<file path="src/rtl/mc_core_hs.sv">
// mc_core_hs: multicycle MIPS-subset CPU (control FSM, PC, IR, 32x32 regfile, ALU) on one shared memory port.
// Latency with zero-wait memory: J/JAL/JR 2, BNE 3, R-type/ADDI/XORI/SW 4, LW 5 cycles; each stall cycle adds one.
// Backpressure: FETCH and MEM hold mem_req/mem_addr/mem_wdata stable until mem_ready; an illegal opcode parks in HALT.
// Optional: define MC_CORE_PERF_CNT_EN to build the cycle/instret counters; otherwise both outputs read 0.
module mc_core_hs #(
   parameter int                ADDR_W   = 32,
   parameter logic [ADDR_W-1:0] RESET_PC = '0,
   parameter int                CNT_W    = 32
) (
   input  logic              clk,
   input  logic              reset,
   output logic              mem_req,
   output logic              mem_we,
   output logic [ADDR_W-1:0] mem_addr,
   output logic [31:0]       mem_wdata,
   input  logic [31:0]       mem_rdata,
   input  logic              mem_ready,
   output logic              halted,
   output logic [ADDR_W-1:0] pc_dbg,
   output logic [CNT_W-1:0]  cycle_cnt,
   output logic [CNT_W-1:0]  instret_cnt
);
   localparam logic [5:0] OP_RTYPE = 6'h00, OP_ADDI = 6'h08, OP_XORI = 6'h0E, OP_LW  = 6'h23;
   localparam logic [5:0] OP_SW    = 6'h2B, OP_BNE  = 6'h05, OP_J    = 6'h02, OP_JAL = 6'h03;
   localparam logic [5:0] FN_ADD   = 6'h20, FN_SUB  = 6'h22, FN_SLT  = 6'h2A, FN_JR  = 6'h08;

   typedef enum logic [2:0] {S_FETCH, S_DECODE, S_EXEC, S_MEM, S_WB, S_HALT} state_t;

   state_t            state, state_nx;
   logic              run;          // low only in the first cycle after reset, so mem_req rises one edge later
   logic [ADDR_W-1:0] pc, addr_q;
   logic [31:0]       ir, a, b, alu_q, mdr;
   logic [31:0]       regs [32];

   logic [5:0]  op, funct;
   logic [4:0]  rs, rt, rd, wr_idx;
   logic [31:0] sext_imm, zext_imm, rs_val, rt_val, alu_res, wr_dat;
   logic        legal, is_jump, is_mem;

   assign op       = ir[31:26];
   assign rs       = ir[25:21];
   assign rt       = ir[20:16];
   assign rd       = ir[15:11];
   assign funct    = ir[5:0];
   assign sext_imm = {{16{ir[15]}}, ir[15:0]};
   assign zext_imm = {16'd0, ir[15:0]};
   assign rs_val   = (rs == 5'd0) ? 32'd0 : regs[rs];
   assign rt_val   = (rt == 5'd0) ? 32'd0 : regs[rt];
   assign is_jump  = (op == OP_J) || (op == OP_JAL) || ((op == OP_RTYPE) && (funct == FN_JR));
   assign is_mem   = (op == OP_LW) || (op == OP_SW);
   assign wr_idx   = (op == OP_RTYPE) ? rd : rt;
   assign wr_dat   = (op == OP_LW) ? mdr : alu_q;
   assign halted   = (state == S_HALT);
   assign pc_dbg   = pc;

   // Opcode/funct legality check for the instruction held in IR
   always_comb begin
      legal = 1'b0;
      case (op)
         OP_RTYPE: legal = (funct == FN_ADD) || (funct == FN_SUB) || (funct == FN_SLT) || (funct == FN_JR);
         OP_ADDI, OP_XORI, OP_LW, OP_SW, OP_BNE, OP_J, OP_JAL: legal = 1'b1;
         default:  legal = 1'b0;
      endcase
   end

   // ALU on the latched operands; LW/SW reuse the adder for the effective address
   always_comb begin
      alu_res = 32'd0;
      case (op)
         OP_RTYPE: begin
            case (funct)
               FN_ADD:  alu_res = a + b;
               FN_SUB:  alu_res = a - b;
               FN_SLT:  alu_res = {31'd0, ($signed(a) < $signed(b))};
               default: alu_res = 32'd0;
            endcase
         end
         OP_ADDI, OP_LW, OP_SW: alu_res = a + sext_imm;
         OP_XORI:               alu_res = a ^ zext_imm;
         default:               alu_res = 32'd0;
      endcase
   end

   // State register
   always_ff @(posedge clk or posedge reset) begin
      if (reset) state <= S_FETCH;
      else       state <= state_nx;
   end

   // Next-state and memory port drive; outputs stay constant through a stall
   always_comb begin
      state_nx  = state;
      mem_req   = 1'b0;
      mem_we    = 1'b0;
      mem_addr  = pc;
      mem_wdata = b;
      case (state)
         S_FETCH: begin
            if (run) begin
               mem_req = 1'b1;
               if (mem_ready) state_nx = S_DECODE;
            end
         end
         S_DECODE: begin
            if (!legal)       state_nx = S_HALT;
            else if (is_jump) state_nx = S_FETCH;
            else              state_nx = S_EXEC;
         end
         S_EXEC: begin
            if (op == OP_BNE) state_nx = S_FETCH;
            else if (is_mem)  state_nx = S_MEM;
            else              state_nx = S_WB;
         end
         S_MEM: begin
            mem_req  = 1'b1;
            mem_we   = (op == OP_SW);
            mem_addr = addr_q;
            if (mem_ready) state_nx = (op == OP_SW) ? S_FETCH : S_WB;
         end
         S_WB:    state_nx = S_FETCH;
         S_HALT:  state_nx = S_HALT;
         default: state_nx = S_FETCH;
      endcase
   end

   // Datapath registers and register file, updated per state
   always_ff @(posedge clk or posedge reset) begin
      if (reset) begin
         run    <= 1'b0;
         pc     <= RESET_PC;
         addr_q <= '0;
         ir     <= 32'd0;
         a      <= 32'd0;
         b      <= 32'd0;
         alu_q  <= 32'd0;
         mdr    <= 32'd0;
         for (int i = 0; i < 32; i++) regs[i] <= 32'd0;
      end else begin
         run <= 1'b1;
         case (state)
            S_FETCH: begin
               if (run && mem_ready) begin
                  ir <= mem_rdata;
                  pc <= pc + ADDR_W'(1);
               end
            end
            S_DECODE: begin
               a <= rs_val;
               b <= rt_val;
               if (legal) begin
                  if (op == OP_J) pc <= ADDR_W'(ir[25:0]);
                  if (op == OP_JAL) begin
                     regs[31] <= 32'(pc);
                     pc       <= ADDR_W'(ir[25:0]);
                  end
                  if ((op == OP_RTYPE) && (funct == FN_JR)) pc <= ADDR_W'(rs_val);
               end
            end
            S_EXEC: begin
               alu_q  <= alu_res;
               addr_q <= ADDR_W'(alu_res);
               if ((op == OP_BNE) && (a != b)) pc <= pc + ADDR_W'($signed(sext_imm));
            end
            S_MEM: begin
               if (mem_ready && (op == OP_LW)) mdr <= mem_rdata;
            end
            S_WB: begin
               if (wr_idx != 5'd0) regs[wr_idx] <= wr_dat;
            end
            default: ;
         endcase
      end
   end

`ifdef MC_CORE_PERF_CNT_EN
   logic             retire;
   logic [CNT_W-1:0] cyc_q, ret_q;

   assign retire = ((state == S_DECODE) && legal && is_jump) ||
                   ((state == S_EXEC) && (op == OP_BNE)) ||
                   ((state == S_MEM) && mem_ready && (op == OP_SW)) ||
                   (state == S_WB);

   // Performance counters; cycles are counted only while the core runs outside HALT
   always_ff @(posedge clk or posedge reset) begin
      if (reset) begin
         cyc_q <= '0;
         ret_q <= '0;
      end else begin
         if (run && (state != S_HALT)) cyc_q <= cyc_q + CNT_W'(1);
         if (retire)                   ret_q <= ret_q + CNT_W'(1);
      end
   end

   assign cycle_cnt   = cyc_q;
   assign instret_cnt = ret_q;
`else
   assign cycle_cnt   = '0;
   assign instret_cnt = '0;
`endif
endmodule
</file>
<file path="config.mk">
export PLATFORM = sky130hd
export DESIGN_NAME = mc_core_hs
export DESIGN_NICKNAME = d
export VERILOG_FILES = /design/src/rtl/mc_core_hs.sv
export SDC_FILE = /design/constraint.sdc
export NUM_CORES = 2
export LEC_CHECK = 0
export CORE_AREA = 2 2 317 444
export DETAILED_ROUTE_END_ITERATION = 8
export DIE_AREA = 0 0 319 446
export GPL_TIMING_DRIVEN = 0
export PLACE_DENSITY_LB_ADDON = 0.2
export SLEW_MARGIN = 20
export SYNTH_ARGS = -nofsm -noshare
export SYNTH_HDL_FRONTEND = slang
export SYNTH_SLANG_ARGS = --single-unit
</file>
<file path="constraint.sdc">
create_clock -name clk -period 67.7 [get_ports clk]
set_input_delay 13.54 -clock clk [delete_from_list [all_inputs] [get_ports clk]]
set_output_delay 13.54 -clock clk [all_outputs]
set_load 0.01 [all_outputs]
</file>
==> summary.txt <==
Global route
  • Largest net degree at the start of global routing: about 110
  • Gr ovfl total: 0
  • Number of antenna violations at the first check in global routing: 23
  • Vias in the first global route: about 59000
  • First-pass GRT wire length: ~460000 um
  • Total Routing Usage GR: 0.470

Detailed routing
  • Vias per cell: a little under 7
  • Vias: 59600
  • Detailed router's first-iteration violation count: roughly 7900
  • Detailed Routing Iterations Pass 1: 7
  • Routed WL: 333000 um
  • Wirelength per Cell: just under 40 um
  • DRT antenna net count: 0
  • # DRC: 0

Logic synthesis
  • Asr flop ratio synth: 1.00
  • Post-synthesis area per instance: 10.8 sq um
  • Register area share after synthesis: 0.444
  • Synth top area cells: dfrtp_1 (44%), mux4_2 (20%), a21oi_1 (5.3%)
  • Seq cells post-synth: 1220
  • Yosys warns: 0
  • Cells after Synth: about 6300
  • EDFF count, synth: 0
  • Share of the synthesized area in the top cell type: 0.444
  • Synth cell types: around 90
  • Mapped cell area: around 69000 sq um
  • Yosys top cell by area: dfrtp_1
  • Top FF cell, synth: dfrtp_1

Worst setup path
  • Critical-path cell list: nor2b_1, clkbuf_1, nand2_1, clkbuf_1, nor3_1, clkdlybuf4s50_1
  • WP depth: 6
  • Bufs and invs on worst path: 3
  • Crit path max-delay cell type: clkdlybuf4s50_1
  • CP dominant cell by count: clkbuf_1
  • Register-to-Register Path Depth: 20
  • Crit path required time: 54.16 ns
  • Worst EP arrival: 3.96 ns
  • Crit path kind: flip-flop to primary output
  • CP Max Fanout: 10
  • Cell family with most CP delay: buffers and inverters
  • CP Capture Type: primary output
  • Largest stage delay, worst path: between 0.6 and 0.7 ns
  • Startpoint Class: flip-flop

Clock tree
  • Reg clk slew, reported paths: 0.06 ns
  • CTS buffer count: about 120
  • CTS H-tree lvls: 3
  • Clk_lat worst skew: 0.83 ns
  • Hold-fix buffers, CTS: 0
  • Clk sink count: between 1000 and 1500
  • Clock tree buffer depth: 3
  • Root Buffer: clkbuf_16
  • CTS tree: yes
  • Postcts setup bufs: 0
  • Post-CTS sizing: 0

Final layout
  • Multi-input gate area: between 30000 and 40000 sq um
  • Final Non-Filler Cells: about 8600
  • Area Overhead vs Synth: 12.5%
  • Layout cells sized above 1: 0.204
  • Final Util: 0.558
  • # fillers: 12300
  • Final Net Count: 6842
  • Fin area: 77300 sq um
  • Register area: 30500 sq um

Power
  • PwrDens: 49.9 nW/um^2
  • Peak VDD IR: 0.0000276 V
  • Pleak: around 34 nW
  • Total power: 3.86 mW

Floorplanning
  • Core region area: between 100000 and 150000 sq um
  • Die width: 319 um
  • Die height: 446 um
  • Top Ports: 198
  • Die Area: 142000 sq um
  • Initial Utilization: 0.496
  • FP Rows: approximately 160

Hold path
  • Hold Path Class: flip-flop to flip-flop
  • Worst hold path depth: 1

Placed design
  • Post-DP Area: 73200 sq um
  • DP Cell Count: 8359
  • Detailed placement HPWL: 250000 um
  • Gpl congestion: 1.06
  • Dpl ws: 51.02 ns
  • PortBufs: between 100 and 150

Timing
  • PnR worst setup slack: 50.20 ns
  • Max Clock Skew: 0.0280 ns
  • Endpoints failing setup: 0
  • Fmax: 0.0571 GHz
  • Min Hold Slack: 0.482 ns
  • Fin crit period: 17.50 ns
  • Final setup TNS: 0 ns
  • Measured slew at the worst slew-check pin: about 1.4 ns
  • RSZ-0062 raised after global routing: false
  • Slew headroom: 0.0655
  • Final hold viol count: 0
  • Tcrit/Tclk final: 0.259
  • Slew Viols, Final: 0

Run status
  • Outcome: completed

Job
  • Max-Cap Viols: 0
final timing paths:
path	from	endpoint	slack, ns
worst max-delay path	state[2]	mem_we	50.20
worst min-delay path	regs[1008]	regs[1008]	0.48
worst max register to register	state[0]	pc_dbg[31]	60.43
worst min register to register	regs[1008]	regs[1008]	0.48
max in group asynchronous	reset	regs[985]	52.03
min in group asynchronous	reset	ir[2]	13.08
cells in the final DEF (no fill, tap or decap), drive strengths merged, types with 15 or more instances in the layout:
cell type / netlist / routed
a211oi: 19 / 19
a21o: 56 / 56
a21oi: 732 / 732
a221oi: 27 / 27
a31oi: 18 / 18
and3: 25 / 25
buf: 307 / 325
clkbuf: 356 / 536
clkdlybuf4s50: 0 / 133
clkinv: 0 / 27
conb: 2 / 65
dfrtp: 1220 / 1220
diode: 0 / 15
ha: 125 / 125
inv: 79 / 81
mux2: 158 / 158
mux2i: 55 / 55
mux4: 608 / 608
nand2: 720 / 720
nand2b: 41 / 41
nand3: 28 / 28
nand4: 21 / 21
nor2: 666 / 666
nor2b: 76 / 76
nor3: 43 / 43
o211ai: 17 / 17
o21ai: 628 / 628
o21bai: 15 / 15
o22ai: 43 / 43
o32ai: 28 / 28
xnor2: 53 / 53
xor2: 21 / 21
synth_stat cells, types with 7 or more instances:
library cell,count
a211oi_1,19
a21o_1,56
a21oi_1,731
a221oi_1,27
a22oi_1,8
a31oi_1,17
and3_1,25
buf_1,32
buf_2,177
buf_4,93
clkbuf_1,355
dfrtp_1,1220
ha_1,125
inv_1,79
mux2_2,157
mux2i_1,54
mux4_2,608
nand2_1,713
nand2b_1,39
nand3_1,28
nand4_1,20
nor2_1,651
nor2_4,12
nor2b_1,76
nor3_1,41
nor4_1,8
o211ai_1,17
o21a_1,12
o21ai_0,625
o21bai_1,15
o22ai_1,43
o31ai_1,13
o32ai_1,28
or2_2,7
or3_1,7
xnor2_1,53
xor2_1,21
kinds of logic after synthesis:
group / synth area share
AO/OA/AOI/OAI: 0.136
AND/OR/NAND/NOR: 0.104
flip-flops: 0.444
multiplexers: 0.233
buffers and inverters: 0.0494
adder cells (fa/ha/maj): 0.0239
XOR/XNOR: 0.00943
other: 0.000109
sequential cells by signal (all words and copies together), names as in the netlist:
signal	flops
mdr	32
ir	32
alu_q	32
a	32
pc_dbg	32
run	1
regs	1024
state	3
mem_wdata	32
worst register-to-register path, stage by stage, from the launching register on:
cell and delay (ns):
dfrtp_1 0.36, clkbuf_1 0.23, inv_1 0.16, clkbuf_1 0.49
and2_1 0.38, clkbuf_1 0.94, clkbuf_2 0.67, nand2_1 0.20
inv_1 0.11, ha_1 0.15, a21o_1 0.11, nand4_1 0.16
a21oi_1 0.32, o211ai_1 0.24, o21ai_0 0.79, o21ai_0 0.43
o21ai_0 0.62, nand4_1 0.27, and3_1 0.25, o211ai_1 0.17
o311ai_1 0.12
power breakdown:
group / switching [mW] / total, mW / internal [mW]
combinational: 1.28 / 1.99 / 0.709
clock: 0.324 / 0.724 / 0.400
sequential: 0.213 / 1.15 / 0.933
layout make-up:
class / instances / area share
tap: 1804 / 0.0292
clock inverter: 46 / 0.00687
antenna: 15 / 0.000485
buffer: 663 / 0.0411
inverter: 79 / 0.00393
timing repair buffer: 153 / 0.0237
multi-input combinational: 4440 / 0.454
clock buffer: 178 / 0.0463
sequential: 1220 / 0.395
layer usage:
layer | vias up | share of wire | GRT usage
met1 | 30200 | 0.32 | 0.503
li1 | 23600 | - | -
met5 | - | 0.00037 | 0.00615
met3 | 1490 | 0.11 | 0.169
met4 | 16 | 0.12 | 0.448
met2 | 4276 | 0.45 | 0.719
No activity file was read; power rests on OpenSTA's default activity.
